===== src/rtl/reg_dump_reader_pkg.sv =====
// Shared configuration and state encoding for the register-file dump reader.
package reg_dump_reader_pkg;

  localparam int N       = 8;
  localparam int R_SIZE  = 2;
  localparam int R_COUNT = 2 ** R_SIZE;

  typedef enum logic [1:0] {
    IDLE    = 2'd0,
    SETUP   = 2'd1,
    PRESENT = 2'd2,
    DONE    = 2'd3
  } dumpState_t;

endpackage


===== src/rtl/reg_dump_reader.sv =====
// Walks every register address, samples the async read port one settle cycle
// after driving the address, and streams (addr, data) beats over valid/ready.
module reg_dump_reader #(
  parameter int N      = reg_dump_reader_pkg::N,
  parameter int R_SIZE = reg_dump_reader_pkg::R_SIZE
) (
  input  logic              clk,
  input  logic              reset,
  input  logic              start,
  output logic [R_SIZE-1:0] rdAddressOut,
  input  logic [N-1:0]      rdDataIn,
  output logic [N-1:0]      dumpData,
  output logic [R_SIZE-1:0] dumpAddr,
  output logic              dumpValid,
  input  logic              dumpReady,
  output logic              busy,
  output logic              haltReq,
  output logic              done
);

  import reg_dump_reader_pkg::*;

  localparam logic [R_SIZE-1:0] LAST_ADDR = {R_SIZE{1'b1}};

  dumpState_t        state_q, state_d;
  logic [R_SIZE-1:0] addr_q, addr_d;
  logic [N-1:0]      data_q, data_d;
  logic [R_SIZE-1:0] daddr_q, daddr_d;

  // State and capture registers.
  always_ff @(posedge clk) begin
    if (reset) begin
      state_q <= IDLE;
      addr_q  <= {R_SIZE{1'b0}};
      data_q  <= {N{1'b0}};
      daddr_q <= {R_SIZE{1'b0}};
    end else begin
      state_q <= state_d;
      addr_q  <= addr_d;
      data_q  <= data_d;
      daddr_q <= daddr_d;
    end
  end

  // Next-state and datapath update.
  always_comb begin
    state_d = state_q;
    addr_d  = addr_q;
    data_d  = data_q;
    daddr_d = daddr_q;
    case (state_q)
      IDLE: begin
        addr_d = {R_SIZE{1'b0}};
        if (start) begin
          state_d = SETUP;
        end else begin
          state_d = IDLE;
        end
      end
      SETUP: begin
        // Address has been stable for a full cycle, so the async read has settled.
        data_d  = rdDataIn;
        daddr_d = addr_q;
        state_d = PRESENT;
      end
      PRESENT: begin
        if (dumpReady) begin
          if (addr_q == LAST_ADDR) begin
            state_d = DONE;
          end else begin
            addr_d  = addr_q + R_SIZE'(1);
            state_d = SETUP;
          end
        end else begin
          state_d = PRESENT;
        end
      end
      DONE: begin
        addr_d  = {R_SIZE{1'b0}};
        state_d = IDLE;
      end
      default: begin
        addr_d  = {R_SIZE{1'b0}};
        state_d = IDLE;
      end
    endcase
  end

  // Output decode from the registered state.
  always_comb begin
    busy      = 1'b0;
    dumpValid = 1'b0;
    done      = 1'b0;
    case (state_q)
      IDLE: begin
        busy = 1'b0;
      end
      SETUP: begin
        busy = 1'b1;
      end
      PRESENT: begin
        busy      = 1'b1;
        dumpValid = 1'b1;
      end
      DONE: begin
        busy = 1'b1;
        done = 1'b1;
      end
      default: begin
        busy = 1'b0;
      end
    endcase
  end

  assign haltReq      = busy;
  assign rdAddressOut = addr_q;
  assign dumpData     = data_q;
  assign dumpAddr     = daddr_q;

endmodule

===== config.mk =====
export PLATFORM = sky130hd
export DESIGN_NAME = reg_dump_reader
export DESIGN_NICKNAME = d
export VERILOG_FILES = /design/src/rtl/reg_dump_reader_pkg.sv /design/src/rtl/reg_dump_reader.sv
export SDC_FILE = /design/constraint.sdc
export NUM_CORES = 1
export LEC_CHECK = 0
export BUFFER_PORTS_ARGS = -buffer_cell sky130_fd_sc_hd__buf_2
export CAP_MARGIN = 30
export CORE_AREA = 2 2 42 44
export CTS_BUF_LIST = sky130_fd_sc_hd__clkbuf_8
export DETAILED_ROUTE_END_ITERATION = 10
export DIE_AREA = 0 0 44 46
export PLACE_DENSITY = 0.71
export SETUP_SLACK_MARGIN = 0.5
export SLEW_MARGIN = 10
export SYNTH_ARGS = -nofsm -noshare
export SYNTH_HDL_FRONTEND = slang
export SYNTH_SLANG_ARGS = --single-unit

===== constraint.sdc =====
create_clock -name clk -period 1.2 [get_ports clk]
set_input_delay 0.18 -clock clk [delete_from_list [all_inputs] [get_ports clk]]
set_output_delay 0.18 -clock clk [all_outputs]
set_load 0.1 [all_outputs]

==> results of run 1 <==
## repair_timing
item                                    in CTS  in global routing
setup buffers                                8                  4
endpoints found under the hold margin        0                  0
gates cloned                                 1                  0
pin swaps                                    4                  0
resized for setup                           14                  5
endpoints found under the setup margin      30                 30
## flip-flops by register name, summed over array words and instances (netlist names)
signal / count
dumpAddr: 2
state_q: 2
rdAddressOut: 2
dumpData: 8
## kinds of logic (layout without fill, tap and decap cells)
| kind of cell | count (synthesis) | count (layout) | synth area share |
|---|---|---|---|
| and+or+nand+nor | 19 | 19 | 0.1434 |
| DFF | 14 | 14 | 0.4462 |
| muxes | 12 | 12 | 0.1912 |
| AOI/OAI and AO/OA | 3 | 3 | 0.02988 |
| buffers and inverters | 6 | 50 | 0.04978 |
| adders and majority gates | 7 | 7 | 0.1394 |
## cells in the final DEF, fill, tap and decap left out, types with 3 or more instances in the layout
master / instances
buf_12: 18
buf_2: 11
buf_4: 10
buf_6: 3
clkbuf_8: 3
dfxtp_4: 12
ha_4: 7
mux2i_1: 10
nor2_1: 10
## final cells by class
class | count | area (um^2)
Multi-Input combinational cell | 41 | 440.4
Sequential cell | 14 | 327.8
Timing Repair Buffer | 43 | 551.8
Inverter | 3 | 20.02
Tap cell | 17 | 21.27
Clock inverter | 1 | 3.754
Fill cell | 67 | 207.7
Clock buffer | 3 | 41.29
## per-layer routing
metal,vias up,GRT usage,wire length [um]
met1,303,0.2506,834
met5,-,0,0
li1,289,-,-
met4,0,0.1758,78
met3,7,0.03968,64
met2,14,0.3941,1266
## through the flow
step                worst slack (ns)  setup TNS [ns]
detailed placement          -0.01215        -0.02548
floorplan                    -0.3230         -0.6957
global placement             0.03701               0
finish                       -0.1549         -0.8948
global route                 -0.1717          -1.410
CTS                          -0.1141         -0.3716
## critical path, cell delays in order (launching register included)
cell and delay (ns):
dfxtp_2 0.35, inv_4 0.08, ha_4 0.15, clkinvlp_4 0.14, buf_12 0.20
## worst min-delay path by stage
stage,startpoint,end,cells past startpoint
after floorplan,reset,state_q[0],1
after global placement,rdDataIn[3],dumpData[3],3
after detailed placement,rdDataIn[7],dumpData[7],3
after CTS,start,state_q[0],3
after global routing,rdDataIn[6],dumpData[6],3
final,rdDataIn[3],dumpData[3],3
## power by group through the flow
stage / clock [mW] / sequential, mW / combinational [mW]
floorplan: 0 / 0.628 / 0.169
global placement: 0 / 0.508 / 0.434
detailed placement: 0 / 0.510 / 0.441
CTS: 0.404 / 0.498 / 0.500
global route: 0.425 / 0.503 / 0.563
finish: 0.398 / 0.501 / 0.546
==> flow_summary.json, run 1 <==
{
  "status": "finished, violations left",
  "violations": "negative setup slack",
  "dp_cells": 105,
  "cts_root_buf": "clkbuf_8",
  "synthesis.area_um2": 628.1,
  "rows": 15,
  "hpwl_um": 1034,
  "rrSetupSlack_ns": -0.07,
  "routabilityCongestion": 0.6802,
  "p_switching_uw": 510.0,
  "synth_area_leaders": "dfxtp_1 45%, mux2i_1 19%, ha_1 14%",
  "ys_types": 14,
  "drt-initial-drc-count": 8,
  "rsz0062_at_grt": "true",
  "fp.dieH_um": 46,
  "max_freq_mhz": 738.1,
  "required_ns": 1.02,
  "reg2reg_depth": 5,
  "start_util": 0.3891,
  "cts_made_buffers": 3,
  "synth_most_common_cell": "dfxtp_1",
  "fp.coreArea_mm2": 0.001614,
  "p_int_uw": 934.9,
  "whs_ns": 0.1807,
  "setup_slack_ns": -0.1549,
  "vias_per_cell": 5.025,
  "clockBufferDepth": 2,
  "syn2layout_area_growth_pct": 123.9,
  "syn_inst": 61,
  "clkSlewWorstSetupHoldPaths_ns": 0.06,
  "grt_pass1_wl_um": 3056,
  "critPathKind": "reg2out",
  "cts_max_level": 1,
  "die_area_mm2": 0.002024,
  "maxCapViolCount": 0,
  "arrival_ns": 1.17,
  "final_cells": 122,
  "synth_top_area_share": 0.4462,
  "crit_path_start": "state_q[0]",
  "ys_seq_area_frac": 0.4462,
  "wl_um": 2244,
  "combPwrFrac": 0.378,
  "grt_pass1_vias": 626,
  "max-slew-margin-rel": 0.8269,
  "power_density_mw_per_mm2": 1027,
  "avgSynthCellArea_um2": 10.30,
  "yosys_warnings": 0,
  "cts_tree": "built",
  "grt-ovfl-total": 0,
  "post-route-util": 0.8713,
  "ir_worst_vdd_uv": 1026,
  "nets": 125,
  "total_power_mw": 1.445,
  "synth_seq_cells": 14,
  "cts_hold_buf": 0,
  "synth.top_cells.by_count": "14 x dfxtp_1, 12 x mux2i_1, 10 x nor2_1",
  "fin_crit_ns": 1.355,
  "p_sw_frac": 0.3530,
  "dpl_cell_area_mm2": 0.001134,
  "diodes": 0,
  "timing.rr.end": "dumpData[4]",
  "cp-start-kind": "flop",
  "drcViolationCount": 0,
  "drv_slew": 0,
  "yosys.area.top_type": "dfxtp_1",
  "hp-class": "in2reg",
  "io_buffers": 27,
  "synth-edff-count": 0,
  "cp-end-kind": "output port",
  "worst_slew_pin_slew_ns": 0.2597,
  "grtUsageTotal": 0.2295,
  "cp-endpoint": "busy",
  "hold_viol_final": 0,
  "crit_path_max_fanout": 3,
  "final_cell_area_mm2": 0.001406,
  "p_clk_frac": 0.275,
  "async_reset_ff_frac": 0,
  "firstDrtPassIters": 4,
  "die_w_um": 44,
  "setup_violations": 13,
  "min_period_over_period": 1.129,
  "insertion_delay_ns": 0.25,
  "drive_gt1_frac": 0.7143,
  "p_seq_frac": 0.347,
  "grt_max_degree": 17,
  "clock_skew_ns": 0.001432,
  "ant_nets": 0,
  "r2r_start": "state_q[0]",
  "wl_per_cell_um": 18.39,
  "ios": 28,
  "p_leak_nw": 0.5718,
  "antenna_found_initial": 0,
  "vias": 613,
  "synth_nets": 80,
  "synth_ff_type": "dfxtp_1",
  "cts.sinks": 14
}
Power figures use the tool's default switching activity.
==> run 2, diff against run 1 <==
- CAP_MARGIN: 30 -> default
- PLACE_DENSITY: 0.71 -> 0.73
- TNS_END_PERCENT: default -> 20
==> run 2 against run 1 <==
- the flow still finishes with violations (negative setup slack)
- worst hold slack worse by 0.0086 ns
- count of clock-buffer cells in the layout is 1 higher
- cell count is 5.7% lower
- critical path depth stayed put
- combinational power is 13% lower
- sequential power is 3% higher
- setup slack better by 0.054 ns
- clock skew is 0.0025 ns higher
- largest cell class unchanged
==> flow_summary.json, run 2 (same netlist as run 1, synthesis figures left out) <==
{
  "nets": 118,
  "ir_worst_vdd_uv": 980.1,
  "start_util": 0.3891,
  "max-slew-margin-rel": 0.8192,
  "required_ns": 1.02,
  "setup_tns_ns": -0.4035,
  "dp_cells": 105,
  "rsz0062_at_grt": "true",
  "hold_viol_final": 0,
  "die_w_um": 44,
  "grt_max_degree": 17,
  "vias_per_cell": 4.765,
  "largest_register_ffs": 8,
  "grt-ovfl-total": 0,
  "max_freq_mhz": 768.9,
  "fp.coreArea_mm2": 0.001614,
  "cts_root_buf": "clkbuf_8",
  "insertion_delay_ns": 0.24,
  "cts_tree": "built",
  "vias": 548,
  "violations": "negative setup slack",
  "clkSlewWorstSetupHoldPaths_ns": 0.06,
  "fp.dieH_um": 46,
  "arrival_ns": 1.12,
  "grt_pass1_wl_um": 2277,
  "cts_max_level": 1,
  "drt-initial-drc-count": 1,
  "setup_violations": 7,
  "cts_made_buffers": 3,
  "drv_slew": 0,
  "cts.sinks": 14,
  "met3_length_um": 63,
  "die_area_mm2": 0.002024,
  "grtUsageTotal": 0.1596,
  "final_cell_area_mm2": 0.001255,
  "drcViolationCount": 0,
  "clockBufferDepth": 2,
  "p_leak_nw": 0.5194,
  "maxCapViolCount": 0,
  "diodes": 0,
  "clock_skew_ns": 0.003944,
  "cp-end-kind": "output port",
  "firstDrtPassIters": 4,
  "status": "finished, violations left",
  "wl_per_cell_um": 12.97,
  "power_density_mw_per_mm2": 1150,
  "min_period_over_period": 1.084,
  "syn2layout_area_growth_pct": 99.80,
  "top_layer": "met4",
  "hp-class": "in2reg",
  "most-common-layout-cells": "18 x buf_12, 11 x mux2i_1, 11 x dfxtp_2, 11 x buf_2, 10 x nor2_1",
  "routabilityCongestion": 0.6859,
  "grt_pass1_vias": 512,
  "met2_length_um": 823,
  "hpwl_um": 988.3,
  "fill_cells": 91,
  "dpl_cell_area_mm2": 0.001096,
  "worst_slew_pin_slew_ns": 0.2711,
  "drt-met1-wl_um": 579,
  "setup_slack_ns": -0.1005,
  "crit_path_max_fanout": 3,
  "ant_nets": 0,
  "drive_gt1_frac": 0.6633,
  "rows": 15,
  "critPathKind": "reg2out",
  "wl_um": 1492,
  "cp-start-kind": "flop",
  "antenna_found_initial": 0,
  "ios": 28,
  "final_common_cell": "buf_12",
  "final_cells": 115,
  "fin_crit_ns": 1.300,
  "total_power_mw": 1.444,
  "io_buffers": 27
}
==> run 2: per-layer routing <==
metal,vias up,track usage
li1,274,-
met1,258,0.1823
met2,12,0.2618
met3,4,0.03968
met4,0,0.1091
met5,-,0
==> run 2: worst paths after layout <==
path              cells after the start          end        start  slack, ns
hold reg to reg                       2  dumpData[3]  dumpData[3]       0.52
setup reg to reg                      5  dumpAddr[0]   state_q[0]      -0.02
hold / removal                        3  dumpData[3]  rdDataIn[3]       0.17
setup / recovery                      4      haltReq   state_q[0]      -0.10
==> run 2: layout make-up <==
class,instances,area (um^2),share of cell area
clock buffers,4,55.05,0.04387
inverters,3,20.02,0.01595
well taps,17,21.27,0.01695
multi-input cells,41,389.1,0.3101
flip-flops and latches,14,301.5,0.2403
repair buffers,36,467.9,0.3729
==> run 2: critical path, cell delays in order (launching register included) <==
cell	delay, ns
dfxtp_2	0.34
inv_4	0.08
ha_4	0.14
clkinvlp_4	0.13
buf_12	0.19
==> run 2: report_power, final <==
part	internal, mW	total (mW)	leakage, nW	switching (mW)
clock network	0.290	0.451	0.0288	0.161
registers	0.489	0.517	0.120	0.0286
logic	0.196	0.475	0.370	0.279
==> run 2: repair_timing <==
| action | in CTS | in global routing |
|---|---|---|
| resized for setup | 15 | 2 |
| pin swaps | 4 | 0 |
| hold buffers | 0 | 0 |
| buffers inserted | 5 | 1 |
| setup endpoints to repair | 30 | 30 |
==> run 2: through the flow <==
stage	hold WS [ns]	utilization	setup slack [ns]
after floorplan	0.2417	-	-0.3230
after global placement	0.4157	0.6791	0.03745
after detailed placement	0.4271	0.6791	0.006188
after CTS	0.1764	0.7651	-0.1009
after global routing	0.1822	0.7775	-0.1390
final	0.1721	0.7775	-0.1005
==> run 3, diff against run 2 <==
- ABC_AREA: default -> 1
- PLACE_DENSITY: 0.73 -> 0.74
==> run 3 against run 2 <==
- the run still ends with negative setup slack left
- register-to-register slack got worse by 0.10 ns
- non-clock buffer count rose by 4
- clock power is 14% lower
- flip-flop and latch count did not move
- sequential power is 32% higher
- via count is 28% higher
- global-route usage up 3.9 points
- first-iteration DRC count grew to 9.0 times the previous value
- count of clock-buffer cells in the layout decreased by 1
- critical path type unchanged
- largest cell class unchanged
- largest power group is now combinational cells
==> flow_summary.json, run 3 <==
{
  "hp-class": "in2reg",
  "fp.dieH_um": 46,
  "grt-ovfl-total": 0,
  "drv_slew": 0,
  "synth.top_cells.by_count": "21 x nor2_1, 14 x dfxtp_1, 13 x o21ai_0",
  "path_cells": "inv_2 > buf_6 > ha_4 > clkinvlp_4 > buf_12",
  "grt_pass1_wl_um": 2808,
  "synthesis.area_um2": 644.4,
  "p_int_mw": 1.406,
  "fin_crit_ns": 1.357,
  "min_period_over_period": 1.131,
  "synth_area_leaders": "dfxtp_1 43%, ha_1 14%, nor2_1 12%",
  "final_cells": 140,
  "wl_um": 2063,
  "cp-end-kind": "output port",
  "final_cell_area_mm2": 0.001301,
  "grtUsageTotal": 0.1987,
  "syn_inst": 82,
  "cts_root_buf": "clkbuf_8",
  "required_ns": 1.02,
  "cts_tree": "built",
  "drcViolationCount": 0,
  "maxCapViolCount": 0,
  "largest_register_ffs": 8,
  "hpwl_um": 1109,
  "synth_seq_cells": 14,
  "combPwrFrac": 0.601,
  "avgSynthCellArea_um2": 7.858,
  "fp.coreArea_mm2": 0.001614,
  "max-slew-margin-rel": 0.7010,
  "cts_max_level": 1,
  "crit_path_max_fanout": 3,
  "crit_slowest_cell": "dfxtp_2",
  "setup_tns_ns": -1.223,
  "cts_hold_buf": 0,
  "die_area_mm2": 0.002024,
  "synth_top_area_share": 0.4350,
  "insertion_delay_ns": 0.24,
  "final_common_cell": "nor2_1",
  "whs_ns": 0.1569,
  "clock_skew_ns": 0.001040,
  "post-route-util": 0.8062,
  "max_stage_delay_ns": 0.33,
  "ios": 28,
  "ir_worst_vdd_uv": 1501,
  "setup_slack_ns": -0.1570,
  "wl_per_cell_um": 14.74,
  "max_freq_mhz": 736.9,
  "nets": 143,
  "critPathKind": "reg2out",
  "rows": 15,
  "cp-start-kind": "flop",
  "place_worst_setup_slack_ns": -0.08487,
  "dp_cells": 125,
  "p_sw_frac": 0.4766,
  "syn2layout_area_growth_pct": 101.9,
  "clkSlewWorstSetupHoldPaths_ns": 0.05,
  "async_reset_ff_frac": 0,
  "die_w_um": 44,
  "vias": 702,
  "synth_nets": 101,
  "synth_most_common_cell": "nor2_1",
  "p_seq_frac": 0.255,
  "hold_viol_final": 0,
  "diodes": 0,
  "most-common-layout-cells": "20 x nor2_1, 16 x buf_12, 11 x buf_2",
  "dpl_cell_area_mm2": 0.001074,
  "rsz0062_at_grt": "true",
  "ys_types": 12,
  "status": "finished, violations left",
  "cts.sinks": 14,
  "yosys.area.top_type": "dfxtp_1",
  "power_density_mw_per_mm2": 2065,
  "p_clk_frac": 0.144,
  "total_power_mw": 2.687,
  "p_switching_mw": 1.280,
  "cts_made_buffers": 3,
  "ys_seq_area_frac": 0.4350,
  "p_leak_nw": 0.5830,
  "fill_cells": 100,
  "grt_pass1_vias": 650,
  "firstDrtPassIters": 3,
  "antenna_found_initial": 0,
  "clockBufferDepth": 2,
  "drive_gt1_frac": 0.6179,
  "reg2reg_depth": 8,
  "grt_max_degree": 15,
  "violations": "negative setup slack",
  "io_buffers": 27,
  "synth-edff-count": 0,
  "hold_depth": 3,
  "setup_violations": 15,
  "arrival_ns": 1.18,
  "drt-initial-drc-count": 9,
  "yosys_warnings": 0,
  "routabilityCongestion": 0.7940,
  "synth_ff_type": "dfxtp_1",
  "ant_nets": 0,
  "start_util": 0.3992,
  "vias_per_cell": 5.014,
  "worst_slew_pin_slew_ns": 0.4480
}
[run 3: cell types whose count changed after synthesis, moves of 3 or more]
cell | previous run | this run
inv_1 | 3 | 11
mux2i_1 | 12 | 0
o21ai_0 | 0 | 13
nor2_1 | 10 | 21
nand2b_1 | 3 | 0
nand2_1 | 2 | 6
[run 3: power groups by stage]
stage	sequential (mW)	combinational (mW)	clock (mW)
after CTS	0.675	1.52	0.393
after global placement	0.660	1.39	0
after floorplan	1.12	0.476	0
after detailed placement	0.665	1.40	0
after global routing	0.695	1.68	0.417
final	0.685	1.62	0.387
[run 3: worst paths after layout]
kind                                  start               to  slack, ns
worst max-delay path             state_q[1]          haltReq      -0.16
worst min-delay path            rdDataIn[5]      dumpData[5]       0.16
worst max register to register   state_q[1]  rdAddressOut[0]      -0.12
worst min register to register  dumpData[6]      dumpData[6]       0.51
[run 3: worst max-delay path, delay by kind of cell, from the launching register on]
kind / cells / cell delay, ns
fa+ha+maj: 1 / 0.16
flops: 1 / 0.33
buf+inv: 4 / 0.44
[run 3: metal layers]
| metal | routed length, um | global-route usage | vias up | share of wire |
|---|---|---|---|---|
| li1 | - | - | 341 | - |
| met1 | 733 | 0.2212 | 318 | 0.36 |
| met2 | 1107 | 0.3441 | 32 | 0.54 |
| met3 | 121 | 0.05159 | 11 | 0.059 |
| met4 | 100 | 0.1091 | 0 | 0.048 |
| met5 | 0 | 0 | - | 0 |
[run 3: repair_timing]
action,4_1_cts,5_1_grt
resized for setup,34,9
hold endpoints to repair,0,0
pin swaps,15,4
buffers inserted,6,5
endpoints found under the setup margin,30,30
[run 3: layout make-up]
type | count | area [um^2] | area share
Timing Repair Buffer | 40 | 488.0 | 0.3750
Multi-Input combinational cell | 54 | 382.9 | 0.2942
Sequential cell | 14 | 310.3 | 0.2385
Inverter | 11 | 53.80 | 0.04135
Clock buffer | 3 | 41.29 | 0.03173
Tap cell | 17 | 21.27 | 0.01635
Clock inverter | 1 | 3.754 | 0.002885
[run 3: kinds of logic (layout without fill, tap and decap cells)]
logic type                 count (synthesis)  after routing  synth area share
adders and majority gates                  7              7            0.1359
DFF                                       14             14            0.4350
and+or+nand+nor                           30             30            0.1923
AOI/OAI and AO/OA                         17             17            0.1320
buffers and inverters                     14             55            0.1048
